--- config.mk ---
export PLATFORM = sky130hd
export DESIGN_NAME = rr_shared_reg_arbiter
export DESIGN_NICKNAME = d
export VERILOG_FILES = /design/src/rtl/rr_shared_reg_arbiter.sv
export SDC_FILE = /design/constraint.sdc
export NUM_CORES = 1
export LEC_CHECK = 0
export ABC_AREA = 0
export CAP_MARGIN = 20
export CORE_ASPECT_RATIO = 1.4
export CORE_MARGIN = 5
export CORE_UTILIZATION = 44
export CTS_CLUSTER_DIAMETER = 50
export DETAILED_ROUTE_END_ITERATION = 8
export GPL_TIMING_DRIVEN = 0
export PLACE_DENSITY_LB_ADDON = 0.08
export SLEW_MARGIN = 0
export SYNTH_ARGS = -nofsm -noshare
export SYNTH_HDL_FRONTEND = slang
export SYNTH_SLANG_ARGS = --single-unit
export TNS_END_PERCENT = 1
--- constraint.sdc ---
create_clock -name clk -period 2.2 [get_ports clk]
set_input_delay 0.55 -clock clk [delete_from_list [all_inputs] [get_ports clk]]
set_output_delay 0.55 -clock clk [all_outputs]
set_load 0.02 [all_outputs]
--- src/rtl/rr_shared_reg_arbiter.sv ---
// rr_shared_reg_arbiter: round-robin owner of one shared DFF register.
// Grants one requester per 3-cycle transaction, then rotates priority.
module rr_shared_reg_arbiter #(
    parameter int NUM_REQ = 4,
    parameter int DATA_W  = 8,
    parameter int CNT_W   = 8
) (
    input  logic                        clk,
    input  logic                        reset_in,
    input  logic [NUM_REQ-1:0]          req_in,
    input  logic [NUM_REQ*DATA_W-1:0]   data_in,
    output logic [NUM_REQ-1:0]          grant_out,
    output logic [NUM_REQ-1:0]          ack_out,
    output logic [DATA_W-1:0]           reg_q_out,
    output logic [CNT_W-1:0]            wr_count_out,
    output logic                        busy_out
);

    localparam int PW = (NUM_REQ > 1) ? $clog2(NUM_REQ) : 1;

    typedef enum logic [1:0] {
        IDLE  = 2'd0,
        GRANT = 2'd1,
        ACK   = 2'd2
    } state_t;

    state_t              state_q;
    logic [PW-1:0]       ptr_q;
    logic [PW-1:0]       ptr_d;
    logic [PW-1:0]       win_q;
    logic [PW-1:0]       win_d;
    logic                hit_d;
    logic [NUM_REQ-1:0]  grant_q;
    logic [NUM_REQ-1:0]  ack_q;
    logic [DATA_W-1:0]   reg_q;
    logic [CNT_W-1:0]    cnt_q;
    logic                busy_q;

    function automatic logic [NUM_REQ-1:0] onehot(input logic [PW-1:0] idx);
        logic [NUM_REQ-1:0] v;
        v      = '0;
        v[idx] = 1'b1;
        return v;
    endfunction

    // Winner search: first raised request starting at ptr, wrapping.
    always_comb begin
        int            s;
        logic [PW-1:0] cand;
        hit_d = 1'b0;
        win_d = '0;
        s     = 0;
        cand  = '0;
        for (int k = 0; k < NUM_REQ; k++) begin
            s = int'(ptr_q) + k;
            if (s >= NUM_REQ) begin
                s = s - NUM_REQ;
            end
            cand = PW'(s);
            if (!hit_d && req_in[cand]) begin
                hit_d = 1'b1;
                win_d = cand;
            end
        end
    end

    // Priority moves to the requester just after the one served.
    always_comb begin
        ptr_d = (win_q == PW'(NUM_REQ - 1)) ? '0 : win_q + 1'b1;
    end

    // Transaction FSM; every output is a register.
    always_ff @(posedge clk or posedge reset_in) begin
        if (reset_in) begin
            state_q <= IDLE;
            ptr_q   <= '0;
            win_q   <= '0;
            grant_q <= '0;
            ack_q   <= '0;
            reg_q   <= '0;
            cnt_q   <= '0;
            busy_q  <= 1'b0;
        end else begin
            unique case (state_q)
                IDLE: begin
                    if (hit_d) begin
                        win_q   <= win_d;
                        grant_q <= onehot(win_d);
                        busy_q  <= 1'b1;
                        state_q <= GRANT;
                    end
                end
                GRANT: begin
                    if (req_in[win_q]) begin
                        reg_q   <= data_in[int'(win_q)*DATA_W +: DATA_W];
                        ack_q   <= onehot(win_q);
                        cnt_q   <= cnt_q + 1'b1;
                        state_q <= ACK;
                    end else begin
                        grant_q <= '0;
                        busy_q  <= 1'b0;
                        state_q <= IDLE;
                    end
                end
                ACK: begin
                    ack_q   <= '0;
                    grant_q <= '0;
                    busy_q  <= 1'b0;
                    ptr_q   <= ptr_d;
                    state_q <= IDLE;
                end
                default: begin
                    state_q <= IDLE;
                end
            endcase
        end
    end

    assign grant_out    = grant_q;
    assign ack_out      = ack_q;
    assign reg_q_out    = reg_q;
    assign wr_count_out = cnt_q;
    assign busy_out     = busy_q;

endmodule

==> insert_results.sql <==
INSERT INTO impl_metrics (metric_group, metric, value, unit) VALUES
('power_and_ir_drop', 'netSwitchingFraction', '37.8', '%'),
('drt', 'vias_per_cell', '5.49', ''),
('die', 'io_pins', '63', ''),
('worst_setup_path', 'critPathArrivalTime', '2.24', 'ns'),
('clock_tree', 'hold_buffers', '0', ''),
('global_route', 'overflow', '0', ''),
('clock_tree', 'cts_max_path_buffers', '2', ''),
('final_layout', 'finish.cell_count_without_fillers', '256', ''),
('worst_hold_path', 'holdCritStartpoint', 'wr_count_out[7]', ''),
('sta', 'timing_worst_slew_pin_value', '0.673', 'ns'),
('worst_setup_path', 'crit_type', 'primary input to flop', ''),
('worst_setup_path', 'worst_r2r_endpoint', 'grant_out[3]', ''),
('synth', 'synthesis_warning_total', '0', ''),
('sta', 'timing_max_transition_violations_final', '0', ''),
('worst_hold_path', 'min_path_cells', '1', ''),
('place', 'dp.cells', '248', ''),
('outcome', 'run_status', 'finished clean', ''),
('final_layout', 'layout.cells.most_common_list', 'sky130_fd_sc_hd__clkdlybuf4s50_1, sky130_fd_sc_hd__dfrtp_1, sky130_fd_sc_hd__nand2_1, sky130_fd_sc_hd__o21ai_0, sky130_fd_sc_hd__mux2_2', ''),
('die', 'overall_die_area', '5250', 'µm²'),
('synth', 'syn_area', '1710', 'µm²'),
('power_and_ir_drop', 'post-layout-total-power', '3.34', 'mW'),
('global_route', 'via_count_of_the_first_global_routing_pass', '1542', ''),
('final_layout', 'mostFrequentLayoutCell', 'sky130_fd_sc_hd__clkdlybuf4s50_1', ''),
('worst_hold_path', 'worst_hold_path_type', 'flop to flop', ''),
('drt', 'initialDrtViolationCount', '39', ''),
('worst_setup_path', 'reg2reg_setup_slack', '0.22', 'ns'),
('final_layout', 'area.growth.synth_to_final', '47.1', '%'),
('sta', 'min_period_over_period', '95.2', '%'),
('final_layout', 'nets', '259', ''),
('worst_setup_path', 'setup.worst_path.end_class', 'flop', ''),
('global_route', 'global_route.usage.total', '16.5', '%'),
('worst_setup_path', 'r2r.worst_path.cells', '6', ''),
('synth', 'syn_area_cell', '12.0', 'µm²'),
('power_and_ir_drop', 'clockPowerShare', '17.2', '%'),
('clock_tree', 'tritoncts_clock_tree', 'yes', ''),
('sta', 'slew_headroom', '55.1', '%'),
('final_layout', 'diodes', '0', ''),
('clock_tree', 'cts.htree.levels', '2', ''),
('final_layout', 'drive_gt1_share', '16.4', '%'),
('sta', 'timing.final.ws_setup', '0.105', 'ns'),
('synth', 'syn-instance-count', '143', ''),
('synth', 'netlist.area_leader.share', '45.4', '%'),
('global_route', 'grt_antenna_before_repair', '0', ''),
('die', 'floorplan.initialDensity', '46.1', '%'),
('die', 'die_x', '62.7', 'µm'),
('worst_hold_path', 'min_to', 'wr_count_out[7]', ''),
('synth', 'synth_sequential_area_ratio', '45.4', '%'),
('global_route', 'grt_start_max_net_pins', '18', ''),
('clock_tree', 'clockRootBuffer', 'sky130_fd_sc_hd__clkbuf_8', ''),
('drt', 'postRouteAntennaNets', '0', ''),
('synth', 'synth_fp_nets', '189', ''),
('sta', 'period_minus_slack', '2.10', 'ns'),
('place', 'dp_hpwl', '3.32', 'mm'),
('drt', 'drc', '0', ''),
('drt', 'detailroute.via_count', '1406', ''),
('sta', 'unrepaired_setup_endpoints_after_global_routing', 'true', ''),
('power_and_ir_drop', 'power.internal', '2.08', 'mW'),
('synth', 'synth.largest_area_cell', 'sky130_fd_sc_hd__dfrtp_1', ''),
('job', 'drv_cap', '0', ''),
('power_and_ir_drop', 'pwr_density_cell', '1330', 'nW/µm²'),
('synth', 'distinct_cell_type_count_after_synthesis', '31', ''),
('clock_tree', 'clkSinkCount', '31', ''),
('worst_setup_path', 'crit_path_max_fanout', '8', ''),
('clock_tree', 'cts_buffers', '5', ''),
('die', 'die_h', '83.8', 'µm'),
('worst_setup_path', 'required', '2.34', 'ns'),
('power_and_ir_drop', 'vdd.ir_drop.worst', '0.00101', 'V'),
('clock_tree', 'post_cts_sizing', '0', ''),
('die', 'fp.coreArea', '3710', 'µm²'),
('drt', 'detail_route.wirelength', '4.03', 'mm'),
('clock_tree', 'clock_latency', '0.28', 'ns');
## power by group through the flow
| stage | clock network (mW) | registers, mW | logic (mW) |
|---|---|---|---|
| 2_1_floorplan | 0 | 1.19 | 0.932 |
| 3_3_place_gp | 0 | 1.00 | 1.73 |
| 3_5_place_dp | 0 | 1.02 | 1.78 |
| 4_1_cts | 0.588 | 1.01 | 1.79 |
| 5_1_grt | 0.622 | 1.05 | 1.92 |
| 6_report | 0.576 | 1.00 | 1.76 |
## cell families after synthesis
| logic type | count (synthesis) | synth area share (%) |
|---|---|---|
| AOI/OAI and AO/OA | 32 | 12.5 |
| and+or+nand+nor | 32 | 9.66 |
| DFF | 31 | 45.4 |
| muxes | 22 | 20.2 |
| buffers and inverters | 11 | 2.85 |
| adders and majority gates | 8 | 5.85 |
| xor gates and xnor gates | 7 | 3.58 |
## metrics by stage
stage	util [%]	instance area, µm²	hold WS (ns)	TNS (ns)
5_1_grt	67.8	2520	0.498	-0.0676
6_report	67.8	2520	0.466	0
2_1_floorplan	-	1710	0.492	0
3_3_place_gp	64.3	2380	0.459	-1.53
3_5_place_dp	64.7	2400	0.467	-2.56
4_1_cts	67.8	2520	0.477	0
## cells in the mapped netlist (all sizes together)
| cell type | number |
|---|---|
| ha | 8 |
| nor3 | 1 |
| nand4 | 4 |
| a31oi | 3 |
| or2 | 1 |
| a21oi | 4 |
| o41ai | 5 |
| dfrtp | 31 |
| inv | 6 |
| or3 | 1 |
| mux2i | 3 |
| nand2 | 12 |
| and3 | 2 |
| nand2b | 2 |
| o21bai | 1 |
| xnor2 | 6 |
| o21a | 3 |
| mux4 | 9 |
| o22ai | 3 |
| nor2 | 3 |
| mux2 | 10 |
| or4 | 1 |
| buf | 5 |
| o22a | 1 |
| o21ai | 12 |
| nor2b | 5 |
| xor2 | 1 |
## state kept, by name, indices dropped and copies added (netlist names)
| signal | flops |
|---|---|
| reg_q_out | 8 |
| wr_count_out | 8 |
| ack_out | 4 |
| grant_out | 4 |
| ptr_q | 2 |
| state_q | 2 |
| win_q | 2 |
| busy_out | 1 |
## area by class of cell
cell class / instances / area (µm²)
fill: 296 / 1190
multi-input combinational: 101 / 886
sequential: 31 / 776
timing repair buffer: 63 / 636
clock buffer: 6 / 82.6
tap: 42 / 52.6
clock inverter: 2 / 35.0
buffer: 5 / 26.3
inverter: 6 / 22.5
## worst max-delay path, cell delays in order
cell                              delay [ns]
sky130_fd_sc_hd__clkdlybuf4s50_1        0.63
sky130_fd_sc_hd__o41ai_2                0.17
sky130_fd_sc_hd__o21a_1                 0.19
sky130_fd_sc_hd__or2_4                  0.27
sky130_fd_sc_hd__o41ai_1                0.43
## how the worst max path moves through the flow
stage,startpoint,end,slack (ns)
2_1_floorplan,state_q[1],reg_q_out[0],0.47
3_3_place_gp,req_in[3],reg_q_out[0],-0.14
3_5_place_dp,req_in[3],reg_q_out[1],-0.19
4_1_cts,req_in[0],grant_out[3],0.10
5_1_grt,req_in[0],grant_out[2],-0.04
6_report,req_in[0],grant_out[3],0.10
## per-layer routing
| metal | wire (µm) | track usage (%) | vias to the layer above | part of all wire, % |
|---|---|---|---|---|
| met5 | 0 | 0 | - | 0 |
| met4 | 88 | 5.79 | 0 | 2.2 |
| met2 | 2100 | 29.0 | 56 | 52 |
| li1 | - | - | 668 | - |
| met3 | 324 | 6.60 | 9 | 8.0 |
| met1 | 1520 | 17.5 | 673 | 38 |
(Power assumes the default switching activity.)
